## config.mk

```make
export PLATFORM = sky130hd
export DESIGN_NAME = tetris_input_arbiter_flat
export DESIGN_NICKNAME = d
export VERILOG_FILES = /design/src/rtl/tetris_input_arbiter_if.sv /design/src/rtl/tetris_input_arbiter.sv /design/src/flat_wrapper.sv
export SDC_FILE = /design/constraint.sdc
export NUM_CORES = 1
export LEC_CHECK = 0
export BUFFER_PORTS_ARGS = -buffer_cell sky130_fd_sc_hd__buf_4
export CAP_MARGIN = 40
export CELL_PAD_IN_SITES_DETAIL_PLACEMENT = 1
export CELL_PAD_IN_SITES_GLOBAL_PLACEMENT = 2
export CORE_ASPECT_RATIO = 0.9
export CORE_MARGIN = 2
export CORE_UTILIZATION = 45
export DETAILED_ROUTE_END_ITERATION = 10
export PLACE_DENSITY = 0.86
export SYNTH_ARGS = -nofsm -noshare
export SYNTH_HDL_FRONTEND = slang
export SYNTH_HIERARCHICAL = 1
export SYNTH_SLANG_ARGS = --single-unit
export TNS_END_PERCENT = 50
```

## constraint.sdc

```tcl
create_clock -name clk -period 7.3 [get_ports clk]
set_clock_uncertainty 0.15 [all_clocks]
set_input_delay 1.46 -clock clk [delete_from_list [all_inputs] [get_ports clk]]
set_output_delay 1.46 -clock clk [all_outputs]
set_load 0.02 [all_outputs]
```

## src/rtl/tetris_input_arbiter_if.sv

```systemverilog
// tetris_input_arbiter_if
//   Command-side bus between the input arbiter and the game core.
//   key_valid/key_code : UART keystroke strobe and ASCII byte (into arbiter)
//   ready              : game core is waiting for a command (into arbiter)
//   ctrl               : current command, control_type encoding (from arbiter)
//   fifo_level         : number of queued events (from arbiter)
//   overflow           : one-cycle pulse, an event was discarded (from arbiter)
//   slave  modport : the arbiter
//   master modport : whoever drives keys/ready and consumes ctrl
interface tetris_input_arbiter_if #(
  parameter int FIFO_DEPTH = 4
);
  localparam int LW = $clog2(FIFO_DEPTH) + 1;

  logic          key_valid;
  logic [7:0]    key_code;
  logic          ready;
  logic [3:0]    ctrl;
  logic [LW-1:0] fifo_level;
  logic          overflow;

  modport slave  (input  key_valid, key_code, ready,
                  output ctrl, fifo_level, overflow);
  modport master (output key_valid, key_code, ready,
                  input  ctrl, fifo_level, overflow);
endinterface

```

## src/rtl/tetris_input_arbiter.sv

```systemverilog
// tetris_btn_debounce
//   One button lane: 2-FF synchronizer followed by a stable-sample counter.
//   clk, reset_n : clock, async active-low reset
//   btn_raw      : asynchronous raw button level
//   rise         : high in the cycle whose edge flips the debounced level 0->1
module tetris_btn_debounce #(
  parameter int DEBOUNCE_CYCLES = 1_000_000
) (
  input  logic clk,
  input  logic reset_n,
  input  logic btn_raw,
  output logic rise
);
  localparam int CW = $clog2(DEBOUNCE_CYCLES) + 1;

  logic          sync1, sync2, level;
  logic [CW-1:0] cnt;
  logic          flip;

  // cnt holds the number of differing samples already seen; the current
  // differing sample is the DEBOUNCE_CYCLES-th one when cnt == N-1.
  assign flip = (sync2 != level) && (cnt == CW'(DEBOUNCE_CYCLES - 1));
  assign rise = flip && !level;

  always_ff @(posedge clk or negedge reset_n) begin
    if (!reset_n) begin
      sync1 <= 1'b0;
      sync2 <= 1'b0;
      level <= 1'b0;
      cnt   <= '0;
    end else begin
      sync1 <= btn_raw;
      sync2 <= sync1;
      if (sync2 == level) begin
        cnt <= '0;
      end else if (flip) begin
        level <= ~level;
        cnt   <= '0;
      end else begin
        cnt <= cnt + 1'b1;
      end
    end
  end
endmodule

// tetris_input_arbiter
//   Merges debounced push buttons, UART keys and a gravity timer into one
//   command stream for the game core, queued through a small FIFO.
//   clk, reset_n : clock, async active-low reset
//   btn[3:0]     : raw buttons (0 LEFT, 1 RIGHT, 2 ROTATE, 3 DROP)
//   pause        : freezes gravity and command issue
//   bus          : key input, ready/ctrl handshake, fifo_level, overflow
module tetris_input_arbiter #(
  parameter int DEBOUNCE_CYCLES = 1_000_000,
  parameter int GRAVITY_CYCLES  = 50_000_000,
  parameter int FIFO_DEPTH      = 4
) (
  input  logic                   clk,
  input  logic                   reset_n,
  input  logic [3:0]             btn,
  input  logic                   pause,
  tetris_input_arbiter_if.slave  bus
);
  localparam int NUM_BTN = 4;
  localparam int AW      = $clog2(FIFO_DEPTH);
  localparam int LW      = AW + 1;
  localparam int GW      = $clog2(GRAVITY_CYCLES) + 1;

  localparam logic [3:0] C_NONE       = 4'd0;
  localparam logic [3:0] C_LEFT       = 4'd1;
  localparam logic [3:0] C_RIGHT      = 4'd2;
  localparam logic [3:0] C_DOWN       = 4'd3;
  localparam logic [3:0] C_DROP       = 4'd4;
  localparam logic [3:0] C_HOLD       = 4'd5;
  localparam logic [3:0] C_ROTATE     = 4'd6;
  localparam logic [3:0] C_ROTATE_REV = 4'd7;
  localparam logic [3:0] C_BAR        = 4'd8;

  localparam logic [0:0] S_IDLE = 1'b0;
  localparam logic [0:0] S_HOLD = 1'b1;

  // ---------------- button lanes ----------------
  logic [NUM_BTN-1:0] btn_rise, pend, pend_clr;
  logic [3:0]         btn_cmd;
  logic               found;

  tetris_btn_debounce #(.DEBOUNCE_CYCLES(DEBOUNCE_CYCLES)) u_deb [NUM_BTN-1:0] (
    .clk     (clk),
    .reset_n (reset_n),
    .btn_raw (btn),
    .rise    (btn_rise)
  );

  function automatic logic [3:0] btn_map(input int idx);
    case (idx)
      0:       return C_LEFT;
      1:       return C_RIGHT;
      2:       return C_ROTATE;
      default: return C_DROP;
    endcase
  endfunction

  // Lowest-index pending button is the candidate when no key is pushing.
  always_comb begin
    found    = 1'b0;
    pend_clr = '0;
    btn_cmd  = C_NONE;
    for (int i = 0; i < NUM_BTN; i++) begin
      if (pend[i] && !found) begin
        found       = 1'b1;
        pend_clr[i] = 1'b1;
        btn_cmd     = btn_map(i);
      end
    end
  end

  // ---------------- key map ----------------
  logic [3:0] key_cmd;
  logic       key_hit;

  always_comb begin
    key_cmd = C_NONE;
    case (bus.key_code)
      8'h61:   key_cmd = C_LEFT;
      8'h64:   key_cmd = C_RIGHT;
      8'h73:   key_cmd = C_DOWN;
      8'h20:   key_cmd = C_DROP;
      8'h63:   key_cmd = C_HOLD;
      8'h77:   key_cmd = C_ROTATE;
      8'h71:   key_cmd = C_ROTATE_REV;
      8'h62:   key_cmd = C_BAR;
      default: key_cmd = C_NONE;
    endcase
  end
  assign key_hit = bus.key_valid && (key_cmd != C_NONE);

  // ---------------- FIFO / issue control ----------------
  logic [3:0]    mem [FIFO_DEPTH];
  logic [AW-1:0] rd_ptr, wr_ptr;
  logic [LW-1:0] count;
  logic [0:0]    state;
  logic [3:0]    ctrl_q;
  logic          ovf_q;
  logic [GW-1:0] grav_cnt;
  logic          grav_pend;

  logic       push_req, push, pop, discard, load_down, drop_acc, grav_wrap;
  logic [3:0] push_cmd;

  assign push_req  = key_hit || (|pend);
  assign push_cmd  = key_hit ? key_cmd : btn_cmd;
  assign pop       = (state == S_IDLE) && !pause && (count != '0);
  assign load_down = (state == S_IDLE) && !pause && (count == '0) && grav_pend;
  // A same-cycle pop makes room for the push.
  assign push      = push_req && ((count != LW'(FIFO_DEPTH)) || pop);
  assign discard   = push_req && !push;
  assign drop_acc  = (state == S_HOLD) && bus.ready && (ctrl_q == C_DROP);
  assign grav_wrap = !pause && (grav_cnt == GW'(GRAVITY_CYCLES - 1));

  always_ff @(posedge clk) begin
    if (push) mem[wr_ptr] <= push_cmd;
  end

  always_ff @(posedge clk or negedge reset_n) begin
    if (!reset_n) begin
      rd_ptr <= '0;
      wr_ptr <= '0;
      count  <= '0;
      ovf_q  <= 1'b0;
      pend   <= '0;
    end else begin
      if (push) wr_ptr <= wr_ptr + 1'b1;
      if (pop)  rd_ptr <= rd_ptr + 1'b1;
      count <= count + LW'(push) - LW'(pop);
      ovf_q <= discard;
      // A key push leaves button events pending; a button push (or its
      // discard) consumes the pending bit. A new rise always wins.
      pend  <= (pend & ~(key_hit ? '0 : pend_clr)) | btn_rise;
    end
  end

  // Gravity: an accepted DROP restarts the period for the new piece. A wrap
  // in the same cycle DOWN is loaded re-arms the flag so that tick survives.
  always_ff @(posedge clk or negedge reset_n) begin
    if (!reset_n) begin
      grav_cnt  <= '0;
      grav_pend <= 1'b0;
    end else if (drop_acc) begin
      grav_cnt  <= '0;
      grav_pend <= 1'b0;
    end else begin
      if (!pause) grav_cnt <= grav_wrap ? '0 : grav_cnt + 1'b1;
      if (grav_wrap)      grav_pend <= 1'b1;
      else if (load_down) grav_pend <= 1'b0;
    end
  end

  always_ff @(posedge clk or negedge reset_n) begin
    if (!reset_n) begin
      state  <= S_IDLE;
      ctrl_q <= C_NONE;
    end else begin
      case (state)
        S_IDLE: begin
          if (pop) begin
            ctrl_q <= mem[rd_ptr];
            state  <= S_HOLD;
          end else if (load_down) begin
            ctrl_q <= C_DOWN;
            state  <= S_HOLD;
          end
        end
        default: begin
          if (bus.ready) begin
            ctrl_q <= C_NONE;
            state  <= S_IDLE;
          end
        end
      endcase
    end
  end

  assign bus.ctrl       = ctrl_q;
  assign bus.fifo_level = count;
  assign bus.overflow   = ovf_q;
endmodule

```

## src/flat_wrapper.sv

```systemverilog
// flat-port wrapper written by rule: the top's interface ports become plain ports
module tetris_input_arbiter_flat 
#(
  parameter int DEBOUNCE_CYCLES = 1_000_000,
  parameter int GRAVITY_CYCLES  = 50_000_000,
  parameter int FIFO_DEPTH      = 4
)
  (clk, reset_n, btn, pause, bus_key_valid, bus_key_code, bus_ready, bus_ctrl, bus_fifo_level, bus_overflow);
  tetris_input_arbiter_if #(.FIFO_DEPTH(FIFO_DEPTH)) bus_i ();
  input  logic clk;
  input  logic reset_n;
  input  logic [3:0] btn;
  input  logic pause;
  input wire logic [$bits(bus_i.key_valid)-1:0] bus_key_valid;
  input wire logic [$bits(bus_i.key_code)-1:0] bus_key_code;
  input wire logic [$bits(bus_i.ready)-1:0] bus_ready;
  output wire logic [$bits(bus_i.ctrl)-1:0] bus_ctrl;
  output wire logic [$bits(bus_i.fifo_level)-1:0] bus_fifo_level;
  output wire logic [$bits(bus_i.overflow)-1:0] bus_overflow;
  assign bus_i.key_valid = bus_key_valid;
  assign bus_i.key_code = bus_key_code;
  assign bus_i.ready = bus_ready;
  assign bus_ctrl = bus_i.ctrl;
  assign bus_fifo_level = bus_i.fifo_level;
  assign bus_overflow = bus_i.overflow;
  tetris_input_arbiter #(.DEBOUNCE_CYCLES(DEBOUNCE_CYCLES), .GRAVITY_CYCLES(GRAVITY_CYCLES), .FIFO_DEPTH(FIFO_DEPTH)) u_core (.clk(clk), .reset_n(reset_n), .btn(btn), .pause(pause), .bus(bus_i));
endmodule
```

==> qor.txt, run 1 <==
Status: completed
Fmax: 246 MHz
Gr ovfl total: 0
Top post-synthesis cells by count: dfrtp_1 (141), nor2_1 (75), a21oi_1 (52)
Global-route wire length before repair: 32.5 mm
Hold bufs inserted after CTS: 0
Delay-heaviest family, CP: adder cells
Max Transition Viols Final: 0
Setup Viol. Count Final: 0
Finished Cell Area: 9060 sq um
Area after DPL: 8460 sq um
Fillers: 1947
Max Cap Viol: 0
All-layer global routing usage: 21.2%
Layout area overhead: 12.4%
CP Launch Type: primary input
Clock sinks: 157
Top-count cell post-synth: dfrtp_1
Ys flop type: dfrtp_1
Vias post-DR: 5975
Min Tclk post-route: 4070 ps
Top routing layer in use: met4
EDFF count, synth: 16
Setup CP Type: primary input to flop
Depth of the CTS H-tree: 4
Wl on met1: 8.18 mm
Worst-Skew Late Latency: 430 ps
Syn Inst Count: 762
Core area: 17600 sq um
Row count: 46
Antenna-violating nets left: 0
CP max stage cell: o311a_1
Crit path largest cell delay: 410 ps
FF-to-FF path depth: 9
Proportion of layout cells with a drive suffix above 1: 14.4%
Seq cells post-synth: 157
Slew headroom: 44.7%
Vias per inst: 5.73
Post-cts sizing count: 0
Max FO, Critical Path: 10
Initial DRC Count: 222
Post-Syn Area: 8060 sq um
Die Y: 131 microns
Final hold violation count: 0
Bufs on Longest Clock Path: 2
Initial antenna violation count: 0
Seq/Total Area, Yosys: 49.7%
Die Width: 145 microns
RSZ-0062 raised after global routing: false
Clock slew at reported path FFs: 60 ps
Instance count on the critical path: 12
Final wirelength: 18.4 mm
Met2 wire len: 9.36 mm
Nature of the critical path endpoint: flop
Slew @ Worst Pin: 821 ps
Hold_sp: u_core/u_deb[1]/sync1$_DFF_PN0_
Post-CTS Setup Inserts: 0
Syn Area/Cell: 10.6 sq um
Buffers on Ports: 24
Ports: 25
Root Driver: clkbuf_16
Antenna cells: 0
Synth cell types: 61
Met3 Routed Length: 576 microns
Dpl hpwl: 12.8 mm
Drt drc: 0
Nets: 819
Worst EP required: 7480 ps
TritonCTS buffer count: 17
Async SR Flop Fraction: 89.8%
HP Class: flop to flop
Setup TNS: 0 ps
Vias in the first global route: 6424
Largest net degree at the start of global routing: 73
First drt pass iteration count: 4
Power density over the cells: 250 nW/um^2
Crit share post-route: 55.8%
Worst path arrival time: 4250 ps
Wire per inst: 17.7 microns
CP Buf/Inv Count: 3
Largest cells by area after synthesis: dfrtp_1 (44%), edfxtp_1 (6.0%), xor2_1 (5.0%), nor2_1 (3.5%), a21oi_1 (3.2%)
CTS tree: done
Critical Path, Cell by Cell: buf_4 > or2_2 > nor4_1 > o311a_1 > o21a_2 > inv_1 > ha_1 > inv_1 > ha_1 > fa_1 > xnor2_1 > xnor2_1
Initial Utilization: 45.8%
Yosys warns: 6
Share of the synthesized area in the top cell type: 43.8%
Mapped Nets: 791
Gpl congestion: 0.800
Leak: 3.81 nW
Die area: 19000 sq um
Hold path depth: 0
Max VDD drop: 181 uV
Worst reg2reg startpoint: u_core/bus.fifo_level[0]$_DFF_PN0_
Beginning of the critical path: bus_key_code[0]
Post-synth top area cell: dfrtp_1
## worst register-to-register path, stage by stage (launching register included)
cell and delay [ps]:
dfrtp_1 410, or3_1 420, nand2_1 180, inv_1 140
ha_1 310, inv_1 40, ha_1 190, fa_1 380
xnor2_1 230, xnor2_1 170
## final timing paths
| kind | endpoint | slack (ps) |
|---|---|---|
| min in group asynchronous | u_core/u_deb[2]/cnt[12]$_DFF_PN0_ | 900 |
| worst min register to register | u_core/u_deb[1]/sync2$_DFF_PN0_ | 200 |
| max in group asynchronous | u_core/u_deb[1]/cnt[15]$_DFF_PN0_ | 5060 |
| worst min-delay path | u_core/u_deb[1]/sync2$_DFF_PN0_ | 200 |
| worst max-delay path | u_core/bus.fifo_level[2]$_DFF_PN0_ | 3230 |
| worst max register to register | u_core/bus.fifo_level[2]$_DFF_PN0_ | 4600 |
## layer usage
layer	vias up	GRT usage [%]
li1	2835	-
met1	3052	26.3
met2	66	37.8
met3	22	4.38
met4	0	7.04
met5	-	0
## layout by cell type, fill, tap and decap left out, types with 4 or more instances in the layout
cell and instances:
dfrtp_1 141, nor2_1 75, a21oi_1 52, nand2_1 51
xor2_1 46, o21ai_0 37, nand3_1 33, or3_1 30
buf_4 29, nand4_1 29, and3_1 23, clkbuf_16 17
and2_1 17, inv_1 16, xnor2_1 16, edfxtp_1 16
nor3_1 13, o31ai_1 13, or4_1 12, ha_1 11
and4_1 10, nor4b_2 8, nor3b_1 7, clkinv_2 5
mux2_4 5, o21a_1 5, nor4_1 4, nand3_2 4
mux4_2 4, nand4_2 4, nand2_8 4, or3_2 4
o41ai_2 4, o21ba_1 4, or4_4 4
## power by group
group | switching (mW) | internal [mW] | total [mW]
sequential | 0.0912 | 0.953 | 1.04
clock | 0.356 | 0.544 | 0.900
combinational | 0.179 | 0.139 | 0.318
## per-stage QoR
| step | setup slack (ps) | util (%) | hold WS, ps | power [mW] | cells |
|---|---|---|---|---|---|
| finish | 3230 | 51.4 | 200 | 2.26 | 1043 |
| global route | 3130 | 51.4 | 216 | 2.37 | 1043 |
| CTS | 3250 | 51.4 | 200 | 2.30 | 1042 |
| detailed placement | 2850 | 48.0 | 186 | 1.38 | 1010 |
| global placement | 3050 | 47.9 | 185 | 1.35 | 1009 |
| floorplan | 3320 | - | 181 | 1.24 | 762 |
## state kept, by name, indices dropped and copies added (netlist names), 4 cells and up
name and flops:
u_core/bus.ctrl 4, u_core/u_deb/sync2 4, u_core/pend 4, u_core/u_deb/cnt 84, u_core/u_deb/level 4, u_core/mem 16, u_core/grav_cnt 27, u_core/u_deb/sync1 4
## final cells by class
class | count | area (sq um) | share of cell area, %
clock inverter | 12 | 144 | 1.59
clock buffer | 20 | 447 | 4.93
sequential | 157 | 4010 | 44.3
timing repair buffer | 32 | 264 | 2.91
inverter | 16 | 60.1 | 0.663
multi-input combinational | 566 | 3830 | 42.3
tap | 240 | 300 | 3.31
## kinds of logic after synthesis
group,share of synthesized area (%)
AO/OA/AOI/OAI,10.2
XOR/XNOR,6.73
multiplexers,2.17
adder cells (fa/ha/maj),1.96
buffers and inverters,2.79
AND/OR/NAND/NOR,26.4
flip-flops,49.7
Note: power is estimated with default switching activity, not from simulation.
==> run 2: changes to the inputs <==
--- a/config.mk
+++ b/config.mk
@@ -5,15 +5,16 @@
 export SDC_FILE = /design/constraint.sdc
 export NUM_CORES = 1
 export LEC_CHECK = 0
+export ABC_AREA = 1
 export BUFFER_PORTS_ARGS = -buffer_cell sky130_fd_sc_hd__buf_4
 export CAP_MARGIN = 40
 export CELL_PAD_IN_SITES_DETAIL_PLACEMENT = 1
 export CELL_PAD_IN_SITES_GLOBAL_PLACEMENT = 2
 export CORE_ASPECT_RATIO = 0.9
 export CORE_MARGIN = 2
-export CORE_UTILIZATION = 45
+export CORE_UTILIZATION = 38
 export DETAILED_ROUTE_END_ITERATION = 10
-export PLACE_DENSITY = 0.86
+export PLACE_DENSITY = 0.81
 export SYNTH_ARGS = -nofsm -noshare
 export SYNTH_HDL_FRONTEND = slang
 export SYNTH_HIERARCHICAL = 1
==> constraint.sdc (replaced) <==
create_clock -name clk -period 4.2 [get_ports clk]
set_clock_uncertainty 0.15 [all_clocks]
set_input_delay 0.84 -clock clk [delete_from_list [all_inputs] [get_ports clk]]
set_output_delay 0.84 -clock clk [all_outputs]
set_load 0.02 [all_outputs]
==> run 2 against run 1 <==
Utilization down 7.8 points. Synthesized cell count grew 54%. Power grew 79%. Routed wire length increased by 24%. Synthesized area rose by 14%. Critical path depth up 5. Worst hold slack got worse by 4.1 ps. Sequential power is 76% higher. Critical endpoint unchanged. Largest cell class is now multi-input combinational cells.
==> qor.txt, run 2 <==
Post-CTS Setup Inserts: 0 (unchanged)
Nature of the critical path endpoint: flop
Max FFs per register: 84 (unchanged)
Seq/Total Area, Yosys: 43.7% (-6.0 points)
Slew headroom: 56.5% (+12 points)
Delay-heaviest family, CP: simple AND/OR/NAND/NOR gates
Hold_sp: u_core/u_deb[0]/sync1$_DFF_PN0_
Hold bufs inserted after CTS: 0 (unchanged)
Max FO, Critical Path: 8 (-2)
Yosys warns: 6 (unchanged)
CP max stage cell: fa_1
Layout area overhead: 11.9%
Finished Cell Area: 10300 sq um (+13%)
Seq cells post-synth: 157 (unchanged)
Drt drc: 0 (unchanged)
Antenna cells: 0 (unchanged)
TritonCTS buffer count: 17 (unchanged)
Worst path arrival time: 3160 ps (-1090 ps)
HP Class: flop to flop
Ports: 25 (unchanged)
FF-to-FF setup slack: 1760 ps (-2840 ps)
Root Driver: clkbuf_16
Cell mode on critical path: nand2_1
Ys flop type: dfrtp_1
Vias per inst: 4.89 (-15%)
Mapped Nets: 1199 (+52%)
Nets: 1232 (+50%)
Most common cell after layout, fill and taps aside: nand2_1
Async SR Flop Fraction: 89.8% (unchanged)
Clock slew at reported path FFs: 60 ps (about the same)
Final WS setup: 1200 ps (-2030 ps)
Largest net degree at the start of global routing: 88 (+21%)
Share of the synthesized area in the top cell type: 38.5% (-5.3 points)
Initial antenna violation count: 0 (unchanged)
Register area: 4010 sq um (unchanged)
Dpl hpwl: 16.8 mm (+31%)
Die area: 25400 sq um (+34%)
Worst reg2reg startpoint: u_core/state$_DFF_PN0_
Slew @ Worst Pin: 651 ps (-170 ps)
Clock sinks: 157 (unchanged)
Max Transition Viols Final: 0 (unchanged)
Row count: 53 (+15%)
Vias in the first global route: 7682 (+20%)
Reg with most FFs: u_core/u_deb/cnt
Leak: 4.62 nW (+21%)
RSZ-0062 raised after global routing: false
Proportion of layout cells with a drive suffix above 1: 15.0% (+0.52 points)
Syn Inst Count: 1170 (+54%)
Antenna-violating nets left: 0 (unchanged)
Setup CP Type: primary input to flop
Status: completed
Largest cells by area after synthesis: dfrtp_1 (38%), nand2_1 (11%), nor2_1 (7.6%), inv_1 (6.2%), edfxtp_1 (5.2%)
Fmax: 333 MHz
Global-route wire length before repair: 39.0 mm (+20%)
CP Buf/Inv Count: 3 (unchanged)
EDFF count, synth: 16 (unchanged)
Core area: 23500 sq um (+34%)
Syn Area/Cell: 7.84 sq um (-26%)
Fillers: 2927 (+50%)
CTS tree: done
First drt pass iteration count: 6 (+2)
Top post-synthesis cells by count: nand2_1 (269), nor2_1 (185), inv_1 (152)
Buffers on Ports: 24 (unchanged)
Depth of the CTS H-tree: 4 (unchanged)
Biggest regs: u_core/u_deb/cnt (84), u_core/grav_cnt (27), u_core/mem (16)
Worst-Skew Late Latency: 430 ps (about the same)
Synth cell types: 44 (-28%)
Critical Path, Cell by Cell: buf_4 > inv_1 > nand2_1 > nor2_1 > nand2_1 > nand2_1 > nor2_1 > nand2_1 > nand2_2 > nand2_2 > nand2_4 > ha_1 > inv_1 > ha_1 > fa_1 > xnor2_1 > xor2_1
Max VDD drop: 243 uV (+34%)
Setup TNS: 0 ps (unchanged)
Worst EP required: 4360 ps (-3120 ps)
Max Cap Viol: 0 (unchanged)
Die Width: 168 microns (+16%)
All-layer global routing usage: 19.3% (-1.9 points)
Post-cts sizing count: 0 (unchanged)
Area after DPL: 9680 sq um (+14%)
Min Tclk post-route: 3000 ps
Area of the multi-input gates: 4430 sq um (+15%)
CP Launch Type: primary input
Bufs on Longest Clock Path: 2 (unchanged)
Initial DRC Count: 362 (+63%)
Commonest cells after routing, fill and taps aside: nand2_1 (269), nor2_1 (185), inv_1 (152), dfrtp_1 (141), nand3_1 (86)
Gpl congestion: 0.762 (-4.7%)
Final hold violation count: 0 (unchanged)
Top-count cell post-synth: nand2_1
Gr ovfl total: 0 (unchanged)
Initial Utilization: 39.0% (-6.8 points)
Vias post-DR: 7416 (+24%)
Wire per inst: 15.1 microns (-15%)
Setup Viol. Count Final: 0 (unchanged)
Crit path largest cell delay: 380 ps (-30 ps)
Die Y: 151 microns (+16%)
Final wirelength: 22.9 mm (+24%)
Power density over the cells: 393 nW/um^2 (+57%)
Pre-CTS WS: 734 ps (-2120 ps)
Beginning of the critical path: bus_key_code[3]
Post-Syn Area: 9170 sq um (+14%)
Crit share post-route: 71.5%
Post-synth top area cell: dfrtp_1
run 2: cell count changes in the layout (fill, tap and decap cells not counted), sizes merged, moves of 17 or more:
cell / previous run / this run
and3: 23 / 1
nand2: 56 / 295
inv: 17 / 163
or4: 17 / 0
or3: 34 / 0
nand3: 37 / 105
a21oi: 53 / 22
nor2: 75 / 237
run 2: per-layer routing:
metal	global-route usage, %	up-vias	routed length [microns]
li1	-	3744	-
met4	5.35	0	206
met3	3.42	14	576
met2	31.6	61	10400
met5	0	-	0
met1	26.5	3597	11700
run 2: path summary, 6_finish.rpt:
| kind | endpoint | cells after the start |
|---|---|---|
| worst max-delay path | u_core/bus.fifo_level[2]$_DFF_PN0_ | 17 |
| worst min-delay path | u_core/u_deb[0]/sync2$_DFF_PN0_ | 0 |
| worst max register to register | u_core/bus.fifo_level[2]$_DFF_PN0_ | 10 |
| worst min register to register | u_core/u_deb[0]/sync2$_DFF_PN0_ | 0 |
| max in group asynchronous | u_core/grav_cnt[0]$_DFFE_PN0P_ | 3 |
| min in group asynchronous | u_core/u_deb[0]/cnt[9]$_DFF_PN0_ | 2 |
run 2: stage by stage:
stage          std cells  total power [mW]  hold WS (ps)  utilization (%)
6_report            1518              4.04           196             43.6
5_1_grt             1518              4.28           202             43.6
4_1_cts             1518              4.11           197             43.6
3_5_place_dp        1486              2.51           188             41.1
3_3_place_gp        1485              2.49           182             41.0
2_1_floorplan       1170              2.28           181                -
run 2: kinds of logic after synthesis:
| group | Yosys count | share of synthesized area [%] |
|---|---|---|
| AO/OA/AOI/OAI | 56 | 3.27 |
| buffers and inverters | 180 | 8.06 |
| XOR/XNOR | 55 | 5.25 |
| adder cells (fa/ha/maj) | 12 | 1.72 |
| flip-flops | 157 | 43.7 |
| AND/OR/NAND/NOR | 710 | 38.0 |
run 2: final cells by class:
class | instances | area share, %
clock buffer | 24 | 5.00
clock inverter | 8 | 0.792
inverter | 168 | 6.15
multi-input combinational | 833 | 43.1
sequential | 157 | 39.0
tap | 302 | 3.68
timing repair buffer | 26 | 2.25
run 2: report_power, final:
| group | leakage [nW] | internal, mW | switching, mW | total, mW |
|---|---|---|---|---|
| sequential | 2.05 | 1.67 | 0.161 | 1.83 |
| combinational | 2.28 | 0.236 | 0.406 | 0.642 |
| clock | 0.288 | 0.916 | 0.645 | 1.56 |
